File: src/rtl/mem_port_arbiter_if.sv
// Handshake bundle between the fetch/load-store requesters, the shared memory port and the arbiter.
// The slave modport is the arbiter's view; master is the view of everything around it.
interface mem_port_arbiter_if #(
  parameter int AW = 32,
  parameter int DW = 32
);
  logic          i_req;
  logic [AW-1:0] i_addr;
  logic          i_gnt;
  logic          i_done;

  logic          d_req;
  logic          d_we;
  logic [AW-1:0] d_addr;
  logic [DW-1:0] d_wdata;
  logic          d_gnt;
  logic          d_done;

  logic          m_req;
  logic          m_we;
  logic [AW-1:0] m_addr;
  logic [DW-1:0] m_wdata;
  logic          m_ack;
  logic [DW-1:0] m_rdata;

  logic [DW-1:0] rdata;

  modport slave (
    input  i_req, i_addr, d_req, d_we, d_addr, d_wdata, m_ack, m_rdata,
    output i_gnt, i_done, d_gnt, d_done, m_req, m_we, m_addr, m_wdata, rdata
  );

  modport master (
    output i_req, i_addr, d_req, d_we, d_addr, d_wdata, m_ack, m_rdata,
    input  i_gnt, i_done, d_gnt, d_done, m_req, m_we, m_addr, m_wdata, rdata
  );
endinterface

File: src/rtl/mem_port_arbiter.sv
// Round-robin arbiter sharing one memory port between instruction fetch (I) and load/store (D).
// Tracks each transaction to the memory acknowledge and returns a one-cycle done pulse to its owner.
//
// state | meaning
// IDLE  | no transaction; arbitrate between i_req and d_req
// BUSY  | owner's access presented on the memory port, waiting for m_ack
// DONE  | one-cycle done pulse to the owner, rdata valid; no arbitration
module mem_port_arbiter #(
  parameter int AW = 32,
  parameter int DW = 32
) (
  input logic            clk,
  input logic            reset_n,
  mem_port_arbiter_if.slave bus
);

  typedef enum logic [1:0] {
    IDLE = 2'd0,
    BUSY = 2'd1,
    DONE = 2'd2
  } state_t;

  state_t        state;
  logic          sel;
  logic          last;
  logic          m_req_q;
  logic          i_gnt_q;
  logic          d_gnt_q;
  logic          i_done_q;
  logic          d_done_q;
  logic [DW-1:0] rdata_q;

  logic          pick_d;
  logic          owner_req;
  logic          ack_ok;
  logic [AW-1:0] addr_mux;

  // On contention the side not served last wins; a lone requester always wins.
  assign pick_d    = bus.d_req & (~bus.i_req | ~last);
  assign owner_req = sel ? bus.d_req : bus.i_req;
  // An ack arriving while the owner has dropped its request is not trusted.
  assign ack_ok    = bus.m_ack & owner_req;
  assign addr_mux  = sel ? bus.d_addr : bus.i_addr;

  always_ff @(posedge clk or negedge reset_n) begin
    if (!reset_n) begin
      state    <= IDLE;
      sel      <= 1'b0;
      last     <= 1'b1;
      m_req_q  <= 1'b0;
      i_gnt_q  <= 1'b0;
      d_gnt_q  <= 1'b0;
      i_done_q <= 1'b0;
      d_done_q <= 1'b0;
      rdata_q  <= '0;
    end else begin
      case (state)
        IDLE: begin
          i_done_q <= 1'b0;
          d_done_q <= 1'b0;
          if (bus.i_req | bus.d_req) begin
            sel     <= pick_d;
            i_gnt_q <= ~pick_d;
            d_gnt_q <= pick_d;
            m_req_q <= 1'b1;
            state   <= BUSY;
          end
        end
        BUSY: begin
          if (ack_ok) begin
            if (!(sel & bus.d_we)) begin
              rdata_q <= bus.m_rdata;
            end
            last     <= sel;
            m_req_q  <= 1'b0;
            i_gnt_q  <= 1'b0;
            d_gnt_q  <= 1'b0;
            i_done_q <= ~sel;
            d_done_q <= sel;
            state    <= DONE;
          end
        end
        DONE: begin
          i_done_q <= 1'b0;
          d_done_q <= 1'b0;
          state    <= IDLE;
        end
        default: begin
          m_req_q  <= 1'b0;
          i_gnt_q  <= 1'b0;
          d_gnt_q  <= 1'b0;
          i_done_q <= 1'b0;
          d_done_q <= 1'b0;
          state    <= IDLE;
        end
      endcase
    end
  end

  assign bus.m_req   = m_req_q;
  assign bus.m_we    = m_req_q & sel & bus.d_we;
  assign bus.m_addr  = addr_mux;
  assign bus.m_wdata = bus.d_wdata;
  assign bus.i_gnt   = i_gnt_q;
  assign bus.d_gnt   = d_gnt_q;
  assign bus.i_done  = i_done_q;
  assign bus.d_done  = d_done_q;
  assign bus.rdata   = rdata_q;

endmodule
File: src/flat_wrapper.sv
// flat-port wrapper written by rule: the top's interface ports become plain ports
module mem_port_arbiter_flat 
#(
  parameter int AW = 32,
  parameter int DW = 32
)
  (clk, reset_n, bus_i_req, bus_i_addr, bus_d_req, bus_d_we, bus_d_addr, bus_d_wdata, bus_m_ack, bus_m_rdata, bus_i_gnt, bus_i_done, bus_d_gnt, bus_d_done, bus_m_req, bus_m_we, bus_m_addr, bus_m_wdata, bus_rdata);
  mem_port_arbiter_if #(.AW(AW), .DW(DW)) bus_i ();
  input logic clk;
  input logic reset_n;
  input wire logic [$bits(bus_i.i_req)-1:0] bus_i_req;
  input wire logic [$bits(bus_i.i_addr)-1:0] bus_i_addr;
  input wire logic [$bits(bus_i.d_req)-1:0] bus_d_req;
  input wire logic [$bits(bus_i.d_we)-1:0] bus_d_we;
  input wire logic [$bits(bus_i.d_addr)-1:0] bus_d_addr;
  input wire logic [$bits(bus_i.d_wdata)-1:0] bus_d_wdata;
  input wire logic [$bits(bus_i.m_ack)-1:0] bus_m_ack;
  input wire logic [$bits(bus_i.m_rdata)-1:0] bus_m_rdata;
  output wire logic [$bits(bus_i.i_gnt)-1:0] bus_i_gnt;
  output wire logic [$bits(bus_i.i_done)-1:0] bus_i_done;
  output wire logic [$bits(bus_i.d_gnt)-1:0] bus_d_gnt;
  output wire logic [$bits(bus_i.d_done)-1:0] bus_d_done;
  output wire logic [$bits(bus_i.m_req)-1:0] bus_m_req;
  output wire logic [$bits(bus_i.m_we)-1:0] bus_m_we;
  output wire logic [$bits(bus_i.m_addr)-1:0] bus_m_addr;
  output wire logic [$bits(bus_i.m_wdata)-1:0] bus_m_wdata;
  output wire logic [$bits(bus_i.rdata)-1:0] bus_rdata;
  assign bus_i.i_req = bus_i_req;
  assign bus_i.i_addr = bus_i_addr;
  assign bus_i.d_req = bus_d_req;
  assign bus_i.d_we = bus_d_we;
  assign bus_i.d_addr = bus_d_addr;
  assign bus_i.d_wdata = bus_d_wdata;
  assign bus_i.m_ack = bus_m_ack;
  assign bus_i.m_rdata = bus_m_rdata;
  assign bus_i_gnt = bus_i.i_gnt;
  assign bus_i_done = bus_i.i_done;
  assign bus_d_gnt = bus_i.d_gnt;
  assign bus_d_done = bus_i.d_done;
  assign bus_m_req = bus_i.m_req;
  assign bus_m_we = bus_i.m_we;
  assign bus_m_addr = bus_i.m_addr;
  assign bus_m_wdata = bus_i.m_wdata;
  assign bus_rdata = bus_i.rdata;
  mem_port_arbiter #(.AW(AW), .DW(DW)) u_core (.clk(clk), .reset_n(reset_n), .bus(bus_i));
endmodule
File: config.mk
export PLATFORM = sky130hd
export DESIGN_NAME = mem_port_arbiter_flat
export DESIGN_NICKNAME = d
export VERILOG_FILES = /design/src/rtl/mem_port_arbiter_if.sv /design/src/rtl/mem_port_arbiter.sv /design/src/flat_wrapper.sv
export SDC_FILE = /design/constraint.sdc
export NUM_CORES = 1
export LEC_CHECK = 0
export CORE_MARGIN = 3
export CORE_UTILIZATION = 31
export DETAILED_ROUTE_END_ITERATION = 8
export GPL_TIMING_DRIVEN = 0
export PLACE_DENSITY = 0.92
export SETUP_SLACK_MARGIN = 0.4
export SYNTH_ARGS = -nofsm -noshare
export SYNTH_HDL_FRONTEND = slang
export SYNTH_SLANG_ARGS = --single-unit
File: constraint.sdc
create_clock -name clk -period 5.4 [get_ports clk]
set_clock_uncertainty 0.15 [all_clocks]
set_input_delay 1.08 -clock clk [delete_from_list [all_inputs] [get_ports clk]]
set_output_delay 1.08 -clock clk [all_outputs]
set_load 0.005 [all_outputs]
# Word level (Yosys, flattened, before mapping)
# Index checks and enable logic that the tools add are counted.
[word_totals]
output_inout_bits = 102
register_bits = 41
[op_classes]
reduce_logical = 6
muxes = 16
eq_ne = 4
bitwise = 13
[op_table]
columns = ["cell", "count"]
rows = [
  ["$mux W32", 1],
  ["$mux W1", 9],
  ["$pmux W1 S3", 3],
  ["$not A1 Y1", 6],
  ["$reduce_and A2 Y1", 3],
  ["$reduce_and A3 Y1", 2],
  ["$and A1 B1 Y1", 5],
  ["$mux W2", 2],
  ["$ne A2 B1 Y1 const B", 2],
  ["$pmux W2 S2", 1],
  ["$eq A2 B1 Y1 const B", 1],
  ["$eq A2 B2 Y1 const B", 1],
  ["$logic_not A2 Y1", 1],
  ["$or A1 B1 Y1", 2],
]

# Logic depth before layout (Yosys ltp)
# Gate-level depths: netlist of the first run.
[depth]
depth_word = 6
ltp_mapped = 4
depth_no_buf = 3

# Worst setup path before layout of the first run
# Ideal clock, no wire load.
[synth_timing]
path_kind = "input -> output"
start = "in bus_d_addr[0]"
end = "out bus_m_addr[0]"
t_required_ns = 4.170
n_path_buf = 0
path_slack_ns = 2.835
arrival_time_ns = 1.335
path_stages = 1
path_cell_list = "mux2_2"
[synth_between]
elab_chain_len = 1
[synth_rtl]
columns = ["item", "line_no", "rtl"]
rows = [
  ["start, declared", "flat_wrapper.sv:15", "input wire logic [$bits(bus_i.d_addr)-1:0] bus_d_addr;"],
  ["$mux W32", "mem_port_arbiter.sv:43", "assign addr_mux = sel ? bus.d_addr : bus.i_addr;"],
  ["end, declared", "flat_wrapper.sv:25", "output wire logic [$bits(bus_i.m_addr)-1:0] bus_m_addr;"],
]
# Every way passes these cells.

# Worst setup path after layout of the first run
[layout_timing]
start = "reg u_core.sel"
end = "out bus_m_addr[10]"
[layout_between]
elab_chain_len = 1
[layout_rtl]
columns = ["item", "line_no", "rtl"]
rows = [
  ["start, declared", "mem_port_arbiter.sv:24", "logic sel;"],
  ["start signal, assigned", "mem_port_arbiter.sv:62", "sel <= pick_d;"],
  ["$mux W32", "mem_port_arbiter.sv:43", ""],
]
# Every way passes these cells.

==> load_flow_metrics.sql, run 1 <==
INSERT INTO impl_metrics (metric_group, metric, value, unit) VALUES
('outcome', 'outcome', 'completed', ''),
('sta', 'drv_slew', '0', ''),
('sta', 'grt_setup_unrepaired', 'false', ''),
('grt', 'antenna_violations_before_repair', '0', ''),
('sta', 'transition_time_of_the_tightest_slew_check_pin', '899.7', 'ps'),
('grt', 'globalRouteMet2Util', '36.05', '%'),
('setup_path', 'worstPathRequired', '4170', 'ps'),
('synthesis', 'synth_fa_ha_area_share', '0', '%'),
('sta', 'timing.max_slew.rel_slack', '40.02', '%'),
('cts', 'cts.htree.levels', '2', ''),
('setup_path', 'worstSetupEndpointType', 'primary output', ''),
('route', 'postRouteAntennaNets', '0', ''),
('layout', 'fin_util', '65.16', '%'),
('power', 'power_leakage', '1.855', 'nW'),
('floorplan', 'floorplan.rows', '30', ''),
('layout', 'final_nets', '519', ''),
('layout', 'layoutNonFillerInstCount', '482', ''),
('layout', 'cell_area_after_layout', '4501', 'sq um'),
('cts', 'cts_buffers', '5', ''),
('synthesis', 'ys_ff_latch', '41', ''),
('sta', 'maxClockFrequency', '0.2845', 'GHz'),
('setup_path', 'worstPathCellList', 'clkbuf_1, buf_2, mux2_2, clkdlybuf4s50_1', ''),
('cts', 'number_of_instances_resized_during_post_cts_repair', '0', ''),
('grt', 'first_pass_grt_wire_length', '12570', 'microns'),
('setup_path', 'reg2reg_slack', '3410', 'ps'),
('grt', 'grt.busiest_layer', 'met2', ''),
('setup_path', 'timing.critical_path.max_delay_family', 'buffers and inverters', ''),
('setup_path', 'buffering_stage_count_on_the_worst_path_with_inverters_included', '3', ''),
('setup_path', 'worstSetupPathType', 'register to primary output', ''),
('cts', 'clockBufferDepth', '2', ''),
('synthesis', 'post-synth-top-area-cell', 'sky130_fd_sc_hd__dfrtp_1', ''),
('setup_path', 'critical_path.startpoint_type', 'register', ''),
('route', 'detail_route.wl_per_cell', '16.82', 'microns'),
('synthesis', 'synth.net_count', '309', ''),
('layout', 'layout_area_overhead', '99.83', '%'),
('route', 'drt_wl_total', '8107', 'microns'),
('place', 'dp_hpwl', '6805', 'microns'),
('synthesis', 'ys_seq_area_share', '45.61', '%'),
('place', 'place.detailed.instances', '474', ''),
('layout', 'layout-drive-gt1-share', '29.53', '%'),
('sta', 'count_of_final_hold_check_violations', '0', ''),
('sta', 'holdWs', '337.6', 'ps'),
('place', 'io_buffers', '203', ''),
('grt', 'gr-usage-met3', '6.545', '%'),
('cts', 'cts_hold_buf', '0', ''),
('sta', 'setup_viol', '0', ''),
('floorplan', 'core_region_area', '6907', 'sq um'),
('route', 'vias', '2151', ''),
('grt', 'gr-total-overflow', '0', ''),
('sta', 'postLayoutSetupSlackWorst', '1885', 'ps'),
('floorplan', 'die_height', '91.24', 'microns'),
('route', 'detailedRoute.firstPassIterationCount', '4', ''),
('grt', 'global_route.usage.total', '18.83', '%'),
('floorplan', 'io_pins', '236', ''),
('synthesis', 'synth-xor-area-share', '0', '%'),
('grt', 'grt_pass1_vias', '2377', ''),
('synthesis', 'synth-compound-area-share', '4.778', '%'),
('cts', 'clock-sinks', '41', ''),
('cts', 'post_cts_setup_buffer_count', '0', ''),
('cts', 'cts-root-buf', 'sky130_fd_sc_hd__clkbuf_8', ''),
('synthesis', 'ys_types', '24', ''),
('synthesis', 'synth.top_cell.area_share', '44.44', '%'),
('power', 'report.power.total', '1.778', 'mW'),
('power', 'vdd.ir_drop.worst', '293.1', 'uV'),
('setup_path', 'timing.critical_path.fanout_max', '10', ''),
('grt', 'global_route.usage.met1', '19.48', '%'),
('floorplan', 'die_area', '8324', 'sq um'),
('setup_path', 'timing.critical_path.arrival', '2290', 'ps'),
('synthesis', 'synthMuxAreaShare', '33.44', '%'),
('cts', 'clk_latency', '280', 'ps'),
('synthesis', 'netlist_area', '2252', 'sq um');
## cells by family after synthesis
group / Yosys count
muxes: 67
and+or+nand+nor: 11
buffers and inverters: 42
DFF: 41
AOI/OAI and AO/OA: 14
## sequential cells by signal, summed over array words and instances, names as in the netlist
| register | cells |
|---|---|
| u_core.bus.i_gnt | 1 |
| u_core.bus.d_done | 1 |
| u_core.state | 2 |
| u_core.last | 1 |
| u_core.bus.d_gnt | 1 |
| u_core.sel | 1 |
| u_core.bus.m_req | 1 |
| u_core.bus.rdata | 32 |
| u_core.bus.i_done | 1 |
## final timing paths
kind / start / depth (start not counted) / endpoint
min reg2reg: u_core.bus.rdata[0]$_DFFE_PN0P_ / 1 / u_core.bus.rdata[0]$_DFFE_PN0P_
max reg2reg: u_core.state[1]$_DFFE_PN0P_ / 4 / u_core.bus.rdata[21]$_DFFE_PN0P_
min: u_core.bus.rdata[0]$_DFFE_PN0P_ / 1 / u_core.bus.rdata[0]$_DFFE_PN0P_
max: u_core.sel$_DFFE_PN0P_ / 4 / bus_m_addr[10]
min in group asynchronous: reset_n / 1 / u_core.bus.rdata[29]$_DFFE_PN0P_
max in group asynchronous: reset_n / 1 / u_core.bus.rdata[13]$_DFFE_PN0P_
## layer usage
layer | vias to the layer above | part of all wire (%)
met1 | 1019 | 35
li1 | 1004 | -
met4 | 0 | 1.5
met5 | - | 0
met3 | 10 | 8.9
met2 | 118 | 55
## cell usage after synthesis (all sizes together)
cell,instances
mux2,66
dfrtp,40
buf,38
nand2b,5
a21oi,3
inv,3
a22o,2
a32oi,2
nand2,2
nor2,2
o2bb2ai,2
a211oi,1
a31o,1
a31oi,1
and3,1
clkbuf,1
dfstp,1
mux2i,1
nand3b,1
o21ai,1
o21bai,1
## cell type report
| class | count | area [sq um] |
|---|---|---|
| inverter | 3 | 11.26 |
| clock inverter | 1 | 5.005 |
| fill | 529 | 2406 |
| clock buffer | 7 | 96.34 |
| timing repair buffer | 203 | 2027 |
| sequential | 41 | 1027 |
| tap | 96 | 120.1 |
| buffer | 39 | 292.8 |
| multi-input combinational | 92 | 920.9 |
## report_power, final
part / switching, mW / total [mW] / internal (mW)
Combinational: 0.318 / 1.01 / 0.697
Sequential: 0.0889 / 0.549 / 0.460
Clock: 0.0987 / 0.214 / 0.115
(Power assumes the default switching activity.)
==> inputs of run 2 (changes only) <==
CORE_ASPECT_RATIO = 1.25   (was default)
CORE_UTILIZATION = 29   (was 31)
PLACE_DENSITY = 0.88   (was 0.92)
clock period = 3.6 ns   (was 5.4 ns; I/O delays follow)
==> run 2 against run 1 <==
Effect of this change:
- critical path depth is the same
- combinational power is 55% higher
- first-iteration DRC count shrank 21%
- sequential share of layout area about the same
- setup slack worse by 1300 ps
- routed wire length is 13% higher
- core utilization decreased by 4.8 points
- sequential cell count stayed put
- cell count decreased by 0.62%
- non-clock buffer count up 1
- highest routed layer unchanged
==> load_flow_metrics.sql, run 2 (same netlist as run 1, synthesis figures left out) <==
INSERT INTO impl_metrics (metric_group, metric, value, unit) VALUES
('layout', 'final_cell_mix', 'sky130_fd_sc_hd__clkdlybuf4s50_1, sky130_fd_sc_hd__mux2_2, sky130_fd_sc_hd__dfrtp_1, sky130_fd_sc_hd__buf_4', ''),
('layout', 'n_antenna_cell', '0', ''),
('route', 'drt_wl_total', '9152', 'microns'),
('grt', 'gr-total-overflow', '0', ''),
('cts', 'clock-sinks', '41', ''),
('sta', 'setup_total_negative_slack', '0', 'ps'),
('layout', 'layout_area_overhead', '99.61', '%'),
('setup_path', 'timing.critical_path.fanout_max', '10', ''),
('floorplan', 'die_width', '84.82', 'microns'),
('layout', 'largest_register_ff_count', '32', ''),
('setup_path', 'critical_path.startpoint_type', 'register', ''),
('sta', 'layout_min_cycle_time', '3042', 'ps'),
('sta', 'grt_setup_unrepaired', 'false', ''),
('floorplan', 'die_area', '8866', 'sq um'),
('cts', 'cts-root-buf', 'sky130_fd_sc_hd__clkbuf_8', ''),
('layout', 'fillCellCount', '615', ''),
('route', 'detail_route.vias_per_cell', '4.493', ''),
('layout', 'final_nets', '520', ''),
('cts', 'cts_buffers', '5', ''),
('route', 'drcViolationCount', '0', ''),
('min_path', 'hp-class', 'input port to asynchronous set/reset pin', ''),
('outcome', 'outcome', 'completed', ''),
('sta', 'min_period_over_period', '84.50', '%'),
('flow_run', 'drv_cap', '0', ''),
('grt', 'grt_pass1_vias', '2420', ''),
('grt', 'global_route.usage.total', '20.31', '%'),
('place', 'routabilityCongestion', '0.8715', ''),
('cts', 'post_cts_setup_buffer_count', '0', ''),
('power', 'vdd.ir_drop.worst', '419.9', 'uV'),
('floorplan', 'core_region_area', '7445', 'sq um'),
('cts', 'clockBufferDepth', '2', ''),
('setup_path', 'worstPathRequired', '2730', 'ps'),
('grt', 'antenna_violations_before_repair', '0', ''),
('route', 'postRouteAntennaNets', '0', ''),
('place', 'io_buffers', '203', ''),
('power', 'report.power.total', '2.673', 'mW'),
('setup_path', 'timing.critical_path.arrival', '2170', 'ps'),
('setup_path', 'worstSetupPathType', 'register to primary output', ''),
('cts', 'cts.htree.levels', '2', ''),
('sta', 'count_of_final_hold_check_violations', '0', ''),
('route', 'vias', '2152', ''),
('sta', 'maxClockFrequency', '0.3287', 'GHz'),
('layout', 'layout.cells.most_common', 'sky130_fd_sc_hd__clkdlybuf4s50_1', ''),
('power', 'power.density', '594.7', 'nW/um^2'),
('floorplan', 'floorplan.rows', '35', ''),
('cts', 'clk_latency', '280', 'ps'),
('grt', 'first_pass_grt_wire_length', '13730', 'microns'),
('floorplan', 'io_pins', '236', ''),
('route', 'detailedRoute.firstPassIterationCount', '4', ''),
('cts', 'cts_hold_buf', '0', ''),
('route', 'detailedRoute.firstIterationViolations', '53', ''),
('sta', 'transition_time_of_the_tightest_slew_check_pin', '594.2', 'ps'),
('place', 'dp_hpwl', '7760', 'microns'),
('floorplan', 'initial_core_util', '30.25', '%'),
('route', 'detail_route.wl_per_cell', '19.11', 'microns'),
('floorplan', 'die_height', '104.5', 'microns'),
('cts', 'clkTransAtPathRegs', '70', 'ps'),
('setup_path', 'worstSetupEndpointType', 'primary output', ''),
('sta', 'timing.max_slew.rel_slack', '60.32', '%'),
('sta', 'setup_viol', '0', ''),
('cts', 'tritoncts', 'yes', ''),
('grt', 'grt_max_degree', '30', ''),
('sta', 'drv_slew', '0', ''),
('power', 'power_leakage', '1.853', 'nW'),
('layout', 'layout-drive-gt1-share', '29.20', '%');
-- run 2: cell types whose count changed in the layout (fill, tap and decap cells not counted), sizes merged --
cell / change
buf: +1
clkbuf: +1
clkinv: -1
-- run 2: worst paths after layout --
check / start / cells after the start / end / slack [ps]
hold reg to reg: u_core.bus.i_done$_DFFE_PN0P_ / 1 / u_core.bus.i_done$_DFFE_PN0P_ / 350
max in group asynchronous: reset_n / 2 / u_core.bus.rdata[11]$_DFFE_PN0P_ / 2660
min in group clk: u_core.bus.i_done$_DFFE_PN0P_ / 1 / u_core.bus.i_done$_DFFE_PN0P_ / 350
setup / recovery: u_core.sel$_DFFE_PN0P_ / 4 / bus_m_addr[15] / 560
setup reg to reg: u_core.state[1]$_DFFE_PN0P_ / 4 / u_core.bus.rdata[8]$_DFFE_PN0P_ / 1610
hold / removal: reset_n / 1 / u_core.bus.d_gnt$_DFFE_PN0P_ / 180
-- run 2: critical path, stage by stage, from the launching register on --
cell and delay (ps):
sky130_fd_sc_hd__dfrtp_1 420, sky130_fd_sc_hd__clkbuf_2 260, sky130_fd_sc_hd__buf_2 280, sky130_fd_sc_hd__mux2_2 360, sky130_fd_sc_hd__clkdlybuf4s50_1 570
-- run 2: per-layer routing --
metal / share of wire [%] / global-route usage (%) / up-vias
met3: 14 / 11.33 / 10
met1: 35 / 21.17 / 996
met5: 0 / 0 / -
met4: 1.9 / 5.656 / 0
li1: - / - / 1001
met2: 49 / 34.83 / 145
-- run 2: repair_timing --
action	CTS	global route
gates resized for setup	1	0
hold endpoints to repair	0	0
setup endpoints to repair	12	0
-- run 2: power by group --
group	switching (mW)	internal (mW)	leakage, nW
Clock	0.143	0.138	0.0395
Sequential	0.135	0.691	0.491
Combinational	0.518	1.05	1.32
Total	0.795	1.88	1.85
-- run 2: area by class of cell --
| cell class | count | area [sq um] | share of cell area (%) |
|---|---|---|---|
| well taps | 92 | 115.1 | 2.561 |
| inverters | 3 | 11.26 | 0.2505 |
| plain buffers | 39 | 294.0 | 6.540 |
| flip-flops and latches | 41 | 1027 | 22.85 |
| repair buffers | 204 | 2047 | 45.53 |
| clock buffers | 8 | 80.08 | 1.781 |
| multi-input cells | 92 | 920.9 | 20.48 |
-- run 2: metrics by stage --
| stage | std cells | utilization [%] | hold slack [ps] | setup WS, ps | cell area (sq um) |
|---|---|---|---|---|---|
| after floorplan | 175 | - | 274.4 | 1401 | 2252 |
| after global placement | 470 | 59.09 | 317.8 | 610.6 | 4399 |
| after detailed placement | 471 | 59.29 | 331.9 | 613.3 | 4414 |
| after CTS | 479 | 60.39 | 171.3 | 503.6 | 4496 |
| after global routing | 479 | 60.39 | 179.5 | 433.0 | 4496 |
| final | 479 | 60.39 | 175.5 | 558.0 | 4496 |
==> inputs of run 3 (changes only) <==
clock period = 3 ns   (was 3.6 ns; I/O delays follow)
==> run 3 against run 2 <==
Effect of this change:
- via count grew 0.70%
- largest power group unchanged
- routed wire length grew 0.64%
- first-iteration DRC count is 25% higher
- register-to-register slack worse by 720 ps
- final area increased by 1.0%
- global-route usage about the same
- combinational power rose by 22%
- largest cell class unchanged
- cell count up 0.42%
- core utilization is 0.61 points higher
- sequential share of layout area down 0.23 points
- clock power is 20% higher
- count of clock-buffer cells in the layout did not move
==> load_flow_metrics.sql, run 3 (same netlist as run 1, synthesis figures left out) <==
INSERT INTO impl_metrics (metric_group, metric, value, unit) VALUES
('power', 'power_report.internal_total', '2.276', 'mW'),
('layout', 'largest_register_ff_count', '32', ''),
('setup_path', 'rr_endpoint', 'u_core.bus.rdata[8]$_DFFE_PN0P_', ''),
('floorplan', 'die_area', '8866', 'sq um'),
('layout', 'final_nets', '522', ''),
('grt', 'grt_pass1_vias', '2423', ''),
('layout', 'final_cell_mix', 'sky130_fd_sc_hd__clkdlybuf4s50_1, sky130_fd_sc_hd__mux2_2, sky130_fd_sc_hd__dfrtp_1, sky130_fd_sc_hd__buf_4, sky130_fd_sc_hd__dlygate4sd2_1', ''),
('sta', 'grt_setup_unrepaired', 'false', ''),
('power', 'vdd.ir_drop.worst', '514.5', 'uV'),
('sta', 'transition_time_of_the_tightest_slew_check_pin', '423.2', 'ps'),
('route', 'vias', '2167', ''),
('floorplan', 'initial_core_util', '30.25', '%'),
('floorplan', 'io_pins', '236', ''),
('route', 'postRouteAntennaNets', '0', ''),
('place', 'dp_hpwl', '7760', 'microns'),
('sta', 'layout_min_cycle_time', '2568', 'ps'),
('setup_path', 'timing.critical_path.to', 'bus_m_we', ''),
('floorplan', 'die_height', '104.5', 'microns'),
('grt', 'antenna_violations_before_repair', '0', ''),
('sta', 'setup_viol', '0', ''),
('cts', 'cts_buffers', '5', ''),
('setup_path', 'reg2reg_slack', '890', 'ps'),
('layout', 'layout_area_overhead', '101.6', '%'),
('route', 'drt_wl_total', '9211', 'microns'),
('sta', 'count_of_final_hold_check_violations', '0', ''),
('flow_run', 'drv_cap', '0', ''),
('grt', 'global_route.usage.total', '20.30', '%'),
('cts', 'clk_latency', '280', 'ps'),
('setup_path', 'r2r.worst_path.cells', '6', ''),
('setup_path', 'timing.critical_path.arrival', '1820', 'ps'),
('floorplan', 'die_width', '84.82', 'microns'),
('setup_path', 'critical_path.startpoint_type', 'input port', ''),
('power', 'net-switching-power', '969.3', 'uW'),
('place', 'routabilityCongestion', '0.8715', ''),
('sta', 'setup_total_negative_slack', '0', 'ps'),
('route', 'drcViolationCount', '0', ''),
('setup_path', 'worstSetupPathType', 'input port to primary output', ''),
('setup_path', 'timing.critical_path.fanout_max', '2', ''),
('cts', 'clockBufferDepth', '2', ''),
('cts', 'cts_hold_buf', '0', ''),
('outcome', 'outcome', 'completed', ''),
('cts', 'cts-root-buf', 'sky130_fd_sc_hd__clkbuf_8', ''),
('cts', 'clock-sinks', '41', ''),
('cts', 'clkTransAtPathRegs', '70', 'ps'),
('grt', 'first_pass_grt_wire_length', '13730', 'microns'),
('power', 'power.density', '714.7', 'nW/um^2'),
('setup_path', 'worstPathRequired', '2250', 'ps'),
('cts', 'tritoncts', 'yes', ''),
('layout', 'layout-drive-gt1-share', '29.56', '%'),
('sta', 'timing.max_slew.rel_slack', '71.70', '%'),
('layout', 'fin_util', '60.99', '%'),
('floorplan', 'core_region_area', '7445', 'sq um'),
('route', 'detail_route.vias_per_cell', '4.505', ''),
('route', 'detailedRoute.firstIterationViolations', '66', ''),
('sta', 'min_period_over_period', '85.61', '%'),
('layout', 'n_antenna_cell', '0', ''),
('grt', 'gr-total-overflow', '0', ''),
('route', 'detailedRoute.firstPassIterationCount', '4', ''),
('power', 'pwr-share-seq', '30.4', '%'),
('floorplan', 'floorplan.rows', '35', ''),
('setup_path', 'reg2reg_from', 'u_core.sel$_DFFE_PN0P_', ''),
('layout', 'fillCellCount', '617', ''),
('power', 'power_leakage', '1.915', 'nW'),
('layout', 'layout.cells.most_common', 'sky130_fd_sc_hd__clkdlybuf4s50_1', ''),
('cts', 'cts.htree.levels', '2', ''),
('grt', 'grt_max_degree', '30', ''),
('sta', 'drv_slew', '0', ''),
('min_path', 'hp-class', 'input port to asynchronous set/reset pin', ''),
('setup_path', 'crit_start', 'bus_d_we', ''),
('sta', 'maxClockFrequency', '0.3894', 'GHz'),
('power', 'proportion_of_power_drawn_by_the_clock_network', '10.4', '%'),
('route', 'detail_route.wl_per_cell', '19.15', 'microns'),
('setup_path', 'worstSetupEndpointType', 'primary output', ''),
('place', 'dpl_cell_area', '4414', 'sq um'),
('power', 'sw_frac_of_total', '29.87', '%'),
('power', 'comb_power_share', '59.2', '%'),
('layout', 'cell_area_after_layout', '4541', 'sq um'),
('place', 'io_buffers', '203', '');
run 3: cell count changes in the layout (fill, tap and decap cells not counted), sizes merged:
cell           change
dlygate4sd2       +11
dlymetal6s2s       +3
clkbuf             -1
buf                +3
clkdlybuf4s50     -14
run 3: layer usage:
metal	vias up	track usage, %	routed length, microns
met5	-	0	0
li1	1007	-	-
met1	1006	21.12	3242
met2	144	34.88	4518
met4	0	5.656	177
met3	10	11.25	1272
run 3: final cells by class:
| class | count | area, sq um | share of cell area (%) |
|---|---|---|---|
| Timing Repair Buffer | 206 | 2056 | 45.27 |
| Buffer | 39 | 322.8 | 7.109 |
| Tap cell | 92 | 115.1 | 2.535 |
| Clock buffer | 8 | 80.08 | 1.764 |
| Inverter | 3 | 11.26 | 0.2480 |
| Sequential cell | 41 | 1027 | 22.62 |
| Multi-Input combinational cell | 92 | 928.4 | 20.45 |
run 3: metrics by stage:
stage | std cells | total power, mW | worst slack (ps) | hold WS, ps
final | 481 | 3.245 | 431.8 | 56.32
after global routing | 481 | 3.463 | 407.2 | 59.48
after CTS | 480 | 3.272 | 427.3 | 51.28
after detailed placement | 471 | 2.898 | 133.3 | 331.9
after global placement | 470 | 2.857 | 130.6 | 317.8
after floorplan | 175 | 1.720 | 920.7 | 154.4
run 3: worst max-delay path: stages:
cell                              delay (ps)
sky130_fd_sc_hd__clkdlybuf4s50_1         530
sky130_fd_sc_hd__and3_1                  170
sky130_fd_sc_hd__clkdlybuf4s50_1         510
run 3: timing repair:
action	in CTS	in global routing
resized for setup	19	6
cloned	0	0
setup endpoints to repair	33	41
setup buffers	1	1
run 3: how the worst min path moves through the flow:
stage | cells past startpoint | slack, ps | to
5_1_grt | 1 | 60 | u_core.bus.d_gnt$_DFFE_PN0P_
6_report | 1 | 60 | u_core.bus.d_gnt$_DFFE_PN0P_
3_5_place_dp | 1 | 330 | u_core.bus.rdata[0]$_DFFE_PN0P_
3_3_place_gp | 1 | 320 | u_core.bus.rdata[30]$_DFFE_PN0P_
2_1_floorplan | 0 | 150 | u_core.bus.d_done$_DFFE_PN0P_
4_1_cts | 1 | 50 | u_core.bus.d_gnt$_DFFE_PN0P_
run 3: power by group through the flow:
stage	Combinational [mW]	Sequential, mW	Clock (mW)
detailed placement	1.90	1.00	0
CTS	1.93	0.987	0.355
global placement	1.88	0.981	0
floorplan	0.718	1.00	0
global route	2.06	1.02	0.380
finish	1.92	0.988	0.337
